`config.mk`:
```
export PLATFORM = sky130hd
export DESIGN_NAME = game_state_ctrl
export DESIGN_NICKNAME = d
export VERILOG_FILES = /design/src/rtl/game_state_ctrl.sv
export SDC_FILE = /design/constraint.sdc
export NUM_CORES = 1
export LEC_CHECK = 0
export ABC_AREA = 0
export CAP_MARGIN = 20
export CORE_MARGIN = 10
export CORE_UTILIZATION = 35
export CTS_BUF_LIST = sky130_fd_sc_hd__clkbuf_4 sky130_fd_sc_hd__clkbuf_8
export CTS_CLUSTER_DIAMETER = 150
export DETAILED_ROUTE_END_ITERATION = 8
export PLACE_DENSITY = 0.65
export SLEW_MARGIN = 30
export SYNTH_ARGS = -nofsm -noshare
export SYNTH_HDL_FRONTEND = slang
export SYNTH_SLANG_ARGS = --single-unit
```
`constraint.sdc`:
```
create_clock -name clk -period 2 [get_ports clk]
set_input_delay 0.2 -clock clk [delete_from_list [all_inputs] [get_ports clk]]
set_output_delay 0.2 -clock clk [all_outputs]
set_load 0.05 [all_outputs]
```
`src/rtl/game_state_ctrl.sv`:
```
// game_state_ctrl: game tick, menu/play/won/lost FSM, jump height and obstacle scroll for the video stage
module game_state_ctrl #(
  parameter int TICK_DIV    = 416667,
  parameter int SCROLL_STEP = 2,
  parameter int OBJ_WRAP    = 640,
  parameter int JUMP_STEP   = 4,
  parameter int JUMP_HEIGHT = 80,
  parameter int WIN_LAPS    = 5
) (
  input  logic       clk,
  input  logic       reset,
  input  logic       start_btn,
  input  logic       jump_btn,
  input  logic       hit,
  output logic       game_clk,
  output logic       menuScreen,
  output logic       playerWon,
  output logic       playerLost,
  output logic [9:0] distance,
  output logic [9:0] obj_counter,
  output logic [3:0] laps
);
  typedef enum logic [1:0] {MENU, PLAY, WON, LOST} state_t;
  typedef enum logic [1:0] {GROUND, RISE, FALL} jump_t;
  localparam int DW = $clog2(TICK_DIV);
  logic [DW-1:0] div_q, div_d;
  logic          tick_q;
  logic [2:0]    st_sync_q, jp_sync_q;
  state_t        state_q, state_d;
  jump_t         jump_q, jump_d;
  logic [9:0]    dist_q, dist_d, obj_q, obj_d;
  logic [3:0]    laps_q, laps_d;
  logic          start_p, jump_p, div_end;
  logic [10:0]   obj_sum, dist_up;
  assign div_end = div_q == DW'(TICK_DIV - 1);
  assign div_d   = div_end ? '0 : div_q + DW'(1);
  // two synchroniser flops then a delay flop; pulse on the rising edge of the synchronised level
  assign start_p = st_sync_q[1] & ~st_sync_q[2];
  assign jump_p  = jp_sync_q[1] & ~jp_sync_q[2];
  assign obj_sum = {1'b0, obj_q} + 11'(SCROLL_STEP);
  assign dist_up = {1'b0, dist_q} + 11'(JUMP_STEP);
  always_ff @(posedge clk) begin
    if (!reset) begin
      div_q     <= '0;
      tick_q    <= 1'b0;
      st_sync_q <= '0;
      jp_sync_q <= '0;
      state_q   <= MENU;
      jump_q    <= GROUND;
      dist_q    <= '0;
      obj_q     <= '0;
      laps_q    <= '0;
    end else begin
      div_q     <= div_d;
      tick_q    <= div_end;
      st_sync_q <= {st_sync_q[1:0], start_btn};
      jp_sync_q <= {jp_sync_q[1:0], jump_btn};
      state_q   <= state_d;
      jump_q    <= jump_d;
      dist_q    <= dist_d;
      obj_q     <= obj_d;
      laps_q    <= laps_d;
    end
  end
  always_comb begin
    state_d = state_q;
    jump_d  = jump_q;
    dist_d  = dist_q;
    obj_d   = obj_q;
    laps_d  = laps_q;
    case (state_q)
      MENU: if (start_p) begin
        state_d = PLAY;
        jump_d  = GROUND;
        dist_d  = '0;
        obj_d   = '0;
        laps_d  = '0;
      end
      PLAY: if (hit) state_d = LOST;
      else begin
        if (tick_q) begin
          if (obj_sum >= 11'(OBJ_WRAP)) begin
            obj_d   = '0;
            laps_d  = laps_q + 4'd1;
            state_d = (laps_q + 4'd1 == 4'(WIN_LAPS)) ? WON : PLAY;
          end else obj_d = obj_sum[9:0];
        end
        case (jump_q)
          GROUND: jump_d = jump_p ? RISE : GROUND;
          RISE: if (tick_q) begin
            jump_d = (dist_up >= 11'(JUMP_HEIGHT)) ? FALL : RISE;
            dist_d = (dist_up >= 11'(JUMP_HEIGHT)) ? 10'(JUMP_HEIGHT) : dist_up[9:0];
          end
          FALL: if (tick_q) begin
            jump_d = ({1'b0, dist_q} <= 11'(JUMP_STEP)) ? GROUND : FALL;
            dist_d = ({1'b0, dist_q} <= 11'(JUMP_STEP)) ? '0 : dist_q - 10'(JUMP_STEP);
          end
          default: jump_d = GROUND;
        endcase
      end
      default: state_d = start_p ? MENU : state_q;
    endcase
  end
  always_comb begin
    game_clk    = tick_q;
    menuScreen  = state_q == MENU;
    playerWon   = state_q == WON;
    playerLost  = state_q == LOST;
    distance    = dist_q;
    obj_counter = obj_q;
    laps        = laps_q;
  end
endmodule

```
After elaboration in Yosys (flattened, before gate mapping)
Cells that the tools add are included.
{"block": "word_totals", "regBits": 54, "word_cells": 80}
{"block": "op_classes", "addsub": 5, "mux": 32, "reduce_logical": 10, "n_lt_le_gt_ge": 3, "eq_ne": 16, "bitwise": 5}
{"cell": "$mux 10", "n": 9}
{"cell": "$pmux 10 s2", "n": 3}
{"cell": "$mux 2", "n": 11}
{"cell": "$add 19x1->19 const B", "n": 1}
{"cell": "$eq 19x19->1 const B", "n": 1}
{"cell": "$mux 4", "n": 4}
{"cell": "$ne 3x3->1 const B", "n": 4}
{"cell": "$add 10x2->11 const B", "n": 1}
{"cell": "$add 10x3->11 const B", "n": 1}
{"cell": "$ge 11x10->1 const B", "n": 1}
{"cell": "$ge 11x7->1 const B", "n": 1}
{"cell": "$le 10x3->1 const B", "n": 1}
{"cell": "$reduce_and 5->1", "n": 2}
{"cell": "$sub 10x3->10 const B", "n": 1}
{"cell": "$pmux 2 s2", "n": 2}
{"cell": "$pmux 4 s2", "n": 1}
{"cell": "$reduce_and 4->1", "n": 2}
{"cell": "$eq 2x2->1 const B", "n": 3}
{"cell": "$ne 2x2->1 const B", "n": 3}
{"cell": "$pmux 2 s3", "n": 1}
{"cell": "$reduce_and 6->1", "n": 1}
{"cell": "$add 4x1->4 const B", "n": 1}
{"cell": "$eq 2x1->1 const B", "n": 2}
{"cell": "$eq 4x3->1 const B", "n": 1}
{"cell": "8 further kinds", "n": 13}

Logic depth before layout (Yosys ltp)
{"block": "logic_depth", "word_depth": 7, "depth_mapped": 8, "depth_no_buf": 8}

Least setup slack after synthesis
OpenSTA, ideal clock, no wires.
{"block": "synth_path", "kind": "register -> register", "from": "register dist_q[2], in the netlist distance[2]", "to": "register dist_q[7], in the netlist distance[7]", "period_less_slack_ns": 2.342, "t_arrival_ns": 2.254, "setup_time_ns": 0.088, "stages_incl_launch_ff": 9, "slack_ns": -0.342, "path_cell_list": "dfxtp_1 > inv_1 > ha_1 > or2_2 > a31oi_1 > nand3_2 > a21oi_1 > o21ai_0 > o31ai_1"}
{"block": "synth_between", "elab_chain_cells": 7}
{"item": "start, declared", "line": "31", "text": "logic [9:0] dist_q, dist_d, obj_q, obj_d;"}
{"item": "start signal, assigned", "line": "60", "text": "dist_q <= dist_d;"}
{"item": "$add 10x3->11", "line": "41", "text": "assign dist_up = {1'b0, dist_q} + 11'(JUMP_STEP);"}
{"item": "$ge 11x7->1", "line": "92", "text": "dist_d = (dist_up >= 11'(JUMP_HEIGHT)) ? 10'(JUMP_HEIGHT) : dist_up[9:0];"}
{"item": "$mux 10", "line": "92"}
{"item": "$mux 10", "line": "90", "text": "RISE: if (tick_q) begin"}
{"item": "$pmux 10 s2 (*)", "line": "88", "text": "case (jump_q)"}
{"item": "$mux 10 (*)", "line": "79", "text": "PLAY: if (hit) state_d = LOST;"}
{"item": "$pmux 10 s2 (*)", "line": "71", "text": "case (state_q)"}
Every way passes the cells marked *; elsewhere a longest branch is shown, timed or not. The select of a mux whose other input is x is not followed.
A chain may end at the register's enable or synchronous reset.

Final worst setup path
{"block": "layout_path", "from": "register tick_q, in the netlist game_clk", "to": "output game_clk"}
{"item": "start, declared", "line": "27", "text": "logic tick_q;"}
{"item": "start signal, assigned", "line": "55", "text": "tick_q <= div_end;"}
{"item": "end, declared", "line": "15", "text": "output logic game_clk,"}
No word-level cell between the ends.

==> run_results.csv <==
group,metric,value,unit
status,outcome,"complete, no violations",
logic_synthesis,yosysTopAreaCell,"dfxtp_1",
die,die_w,108,um
setup_path,path_cells,"clkdlybuf4s50_1",
placement,placed_area,3200,um^2
setup_path,timing.rr.start,"distance[2]",
setup_path,critPathTopFamily,"buffers and inverters",
cells_and_area,final-seq-area,1030,um^2
setup_path,crit_path_end_kind,"output port",
setup_path,cpMaxStageDelayCell,"clkdlybuf4s50_1",
cells_and_area,num_antenna_cells,0,
logic_synthesis,ys_seq_elements,51,
sta,fin_ws,0.116,ns
setup_path,critPathMaxStageDelay,0.87,ns
cells_and_area,final_nets,378,
pwr,power_density,558,nW/um^2
setup_path,setup.worst_path.class,"reg2out",
setup_path,r2r-end,"distance[5]",
pwr,power_frac_comb,10.5,%
cells_and_area,syn_to_final_growth,21.8,%
cells_and_area,instances_no_fill,468,
logic_synthesis,yosysWarnings,0,
setup_path,r2r_slack,0.15,ns
placement,routabilityCongestion,0.892,
placement,dpl.cell_count,458,
logic_synthesis,synth_ff_type,"dfxtp_1",
sta,setup_viol,0,
sta,fin_crit_sh,94.2,%
cells_and_area,design_area,3330,um^2
clock_tree,cts_max_level,2,
logic_synthesis,synth_cells,322,
logic_synthesis,avgSynthCellArea,8.49,um^2
global_route,grt_use_total,10.2,%
routing,drcViolationCount,0,
run,maxCapViolations,0,
pwr,seqPwrFrac,56.0,%
clock_tree,clock_latency,0.31,ns
sta,finalClockSkew,0.00621,ns
setup_path,crit_end,"game_clk",
sta,tightestPinTransition,0.502,ns
logic_synthesis,synth_edf_count,0,
pwr,ir_drop,0.000324,V
sta,rsz0062_at_grt,"false",
clock_tree,clk_pin_slew,0.10,ns
routing,vias,2364,
die,initial_utilization,35.7,%
cells_and_area,fillers,780,
global_route,grt_pass1_vias,2198,
setup_path,crit_path_start,"game_clk",
die,rows,32,
logic_synthesis,yosysUniqueCellTypes,60,
setup_path,reg2regPathDepth,7,
routing,first_pass_iters,4,
placement,pre_cts_slack,0.0512,ns
sta,fin_setup_tns,0,ns
sta,period_minus_slack,1.88,ns
routing,ant_nets,0,
clock_tree,clk_path_buf_depth,2,
min_path,holdCritPathClass,"reg2reg",
clock_tree,hold_buffers,0,
logic_synthesis,synth_area_leaders,"dfxtp_1, nor2_1, xor2_1",
pwr,p_switching,504,uW
global_route,overflow,0,
sta,final-hold-violation-count,0,
cells_and_area,multi_input_comb_area,1640,um^2
cells_and_area,layout-drive-gt1-share,15.0,%
global_route,antenna_found_initial,0,
sta,slew-limit-headroom,66.4,%
logic_synthesis,synth_async_sr_flop_share,0,%
pwr,power_leakage,0.00121,uW
routing,first_iter_violations,163,
global_route,grt_pass1_wl,10100,um
sta,worst_hold_slack,0.444,ns
clock_tree,numCtsBuffers,5,
setup_path,cp-start-kind,"register",
die,fp.dieArea,11700,um^2
die,ios,33,
placement,portBuffers,29,
pwr,swShare,27.1,%
setup_path,critPathArrivalTime,1.68,ns
pwr,internal_power,1350,uW
setup_path,path_depth,1,
logic_synthesis,mappedNetlistArea,2730,um^2
setup_path,worst-path-max-fanout,7,
clock_tree,root_buffer,"clkbuf_8",
routing,viasPerCell,5.05,
die,die_h,108,um
routing,wl_per_cell,12.8,um
routing,wl,5980,um
setup_path,worstPathRequired,1.80,ns
setup_path,path_buf_inv,1,
logic_synthesis,synth_top_cell_area_share,37.4,%
global_route,grt_max_degree,20,
pwr,clkPwrFrac,33.5,%
die,core,7650,um^2
logic_synthesis,ys_seq_area_share,37.4,%
placement,dp_hpwl,4420,um
clock_tree,cts_tree,"done",
clock_tree,cts.sinks,51,
sta,drv_slew,0,
sta,timing.fmax,0.531,GHz
[logic make-up (layout without fill, tap and decap cells)]
| family | after synthesis | in the layout | synth area share [%] |
|---|---|---|---|
| AND/OR/NAND/NOR | 150 | 150 | 29.4 |
| AO/OA/AOI/OAI | 64 | 64 | 16.5 |
| flip-flops | 51 | 51 | 37.4 |
| XOR/XNOR | 25 | 25 | 8.01 |
| buffers and inverters | 20 | 62 | 3.85 |
| adder cells (fa/ha/maj) | 8 | 8 | 3.66 |
| multiplexers | 3 | 3 | 1.14 |
| other | 1 | 3 | 0.137 |
[placed cells by master, fill, tap and decap left out, types with 7 or more instances in the layout]
cell type / count
a21oi_1: 12
clkdlybuf4s50_1: 25
nand2_1: 28
inv_1: 8
nand4_1: 11
o21ai_0: 13
xor2_1: 15
nor2_1: 41
xnor2_1: 10
buf_4: 21
dfxtp_1: 45
ha_1: 7
nand3_1: 12
nand2b_1: 7
and2_1: 9
[worst min-delay path by stage]
stage | start | end | slack, ns | cells past startpoint
6_report | jp_sync_q[0] | jp_sync_q[1] | 0.44 | 1
5_1_grt | jump_btn | jp_sync_q[0] | 0.47 | 2
4_1_cts | jp_sync_q[0] | jp_sync_q[1] | 0.45 | 1
3_5_place_dp | jp_sync_q[0] | jp_sync_q[1] | 0.42 | 1
3_3_place_gp | st_sync_q[0] | st_sync_q[1] | 0.42 | 1
2_1_floorplan | jump_btn | jp_sync_q[0] | 0.33 | 1
[final cells by class]
cell class	instances	share of cell area, %
clock buffer	5	2.07
clock inverter	3	0.676
inverter	8	0.902
multi-input combinational	253	49.2
sequential	51	31.0
tap	102	3.83
timing repair buffer	46	12.3
[synth_stat cells, drive strengths merged (4+ instances only)]
library cell   n
inv            8
dfxtp         51
nor4           4
xnor2         10
nor2          41
nand3         14
nand2b         7
ha             8
a21oi         15
o21ai         18
xor2          15
o31ai          6
nand2         29
o211ai         5
nor2b          6
and3           6
nor3           6
buf            9
and2          10
nand4         11
[sequential cells by signal (all words and copies together) (netlist names)]
register	cells
distance	8
div_q	19
game_clk	1
jp_sync_q	3
jump_q	2
laps	4
obj_counter	9
st_sync_q	3
state_q	2
[through the flow]
step                      power, uW  utilization (%)
after global placement         1260             41.9
after detailed placement       1260             41.9
after floorplan                1200                -
after global routing           1940             43.5
final                          1860             43.5
after CTS                      1890             43.1
[power groups by stage]
| stage | Clock (uW) | Sequential [uW] | Combinational (uW) |
|---|---|---|---|
| after floorplan | 0 | 1070 | 135 |
| after global placement | 0 | 1060 | 194 |
| after detailed placement | 0 | 1060 | 196 |
| after CTS | 651 | 1040 | 196 |
| after global routing | 684 | 1040 | 214 |
| final | 622 | 1040 | 195 |
[what timing repair did]
item,in CTS,in global routing
gates resized for setup,0,4
setup endpoints to repair,0,5
buffers inserted,0,2
[metal layers]
layer | share of wire, % | GRT usage (%) | routed length, um
met4 | 0.60 | 2.73 | 36
met5 | 0 | 0 | 0
met3 | 5.2 | 2.80 | 311
met2 | 47 | 17.2 | 2780
met1 | 48 | 12.5 | 2850
[worst register-to-register path, cell delays in order (launching register included)]
cell	delay, ns
dfxtp_4	0.39
ha_2	0.23
o31ai_1	0.22
a31oi_1	0.07
a211o_1	0.30
a2111oi_2	0.36
o21ai_1	0.11
o211ai_2	0.09
(Power assumes the default switching activity.)
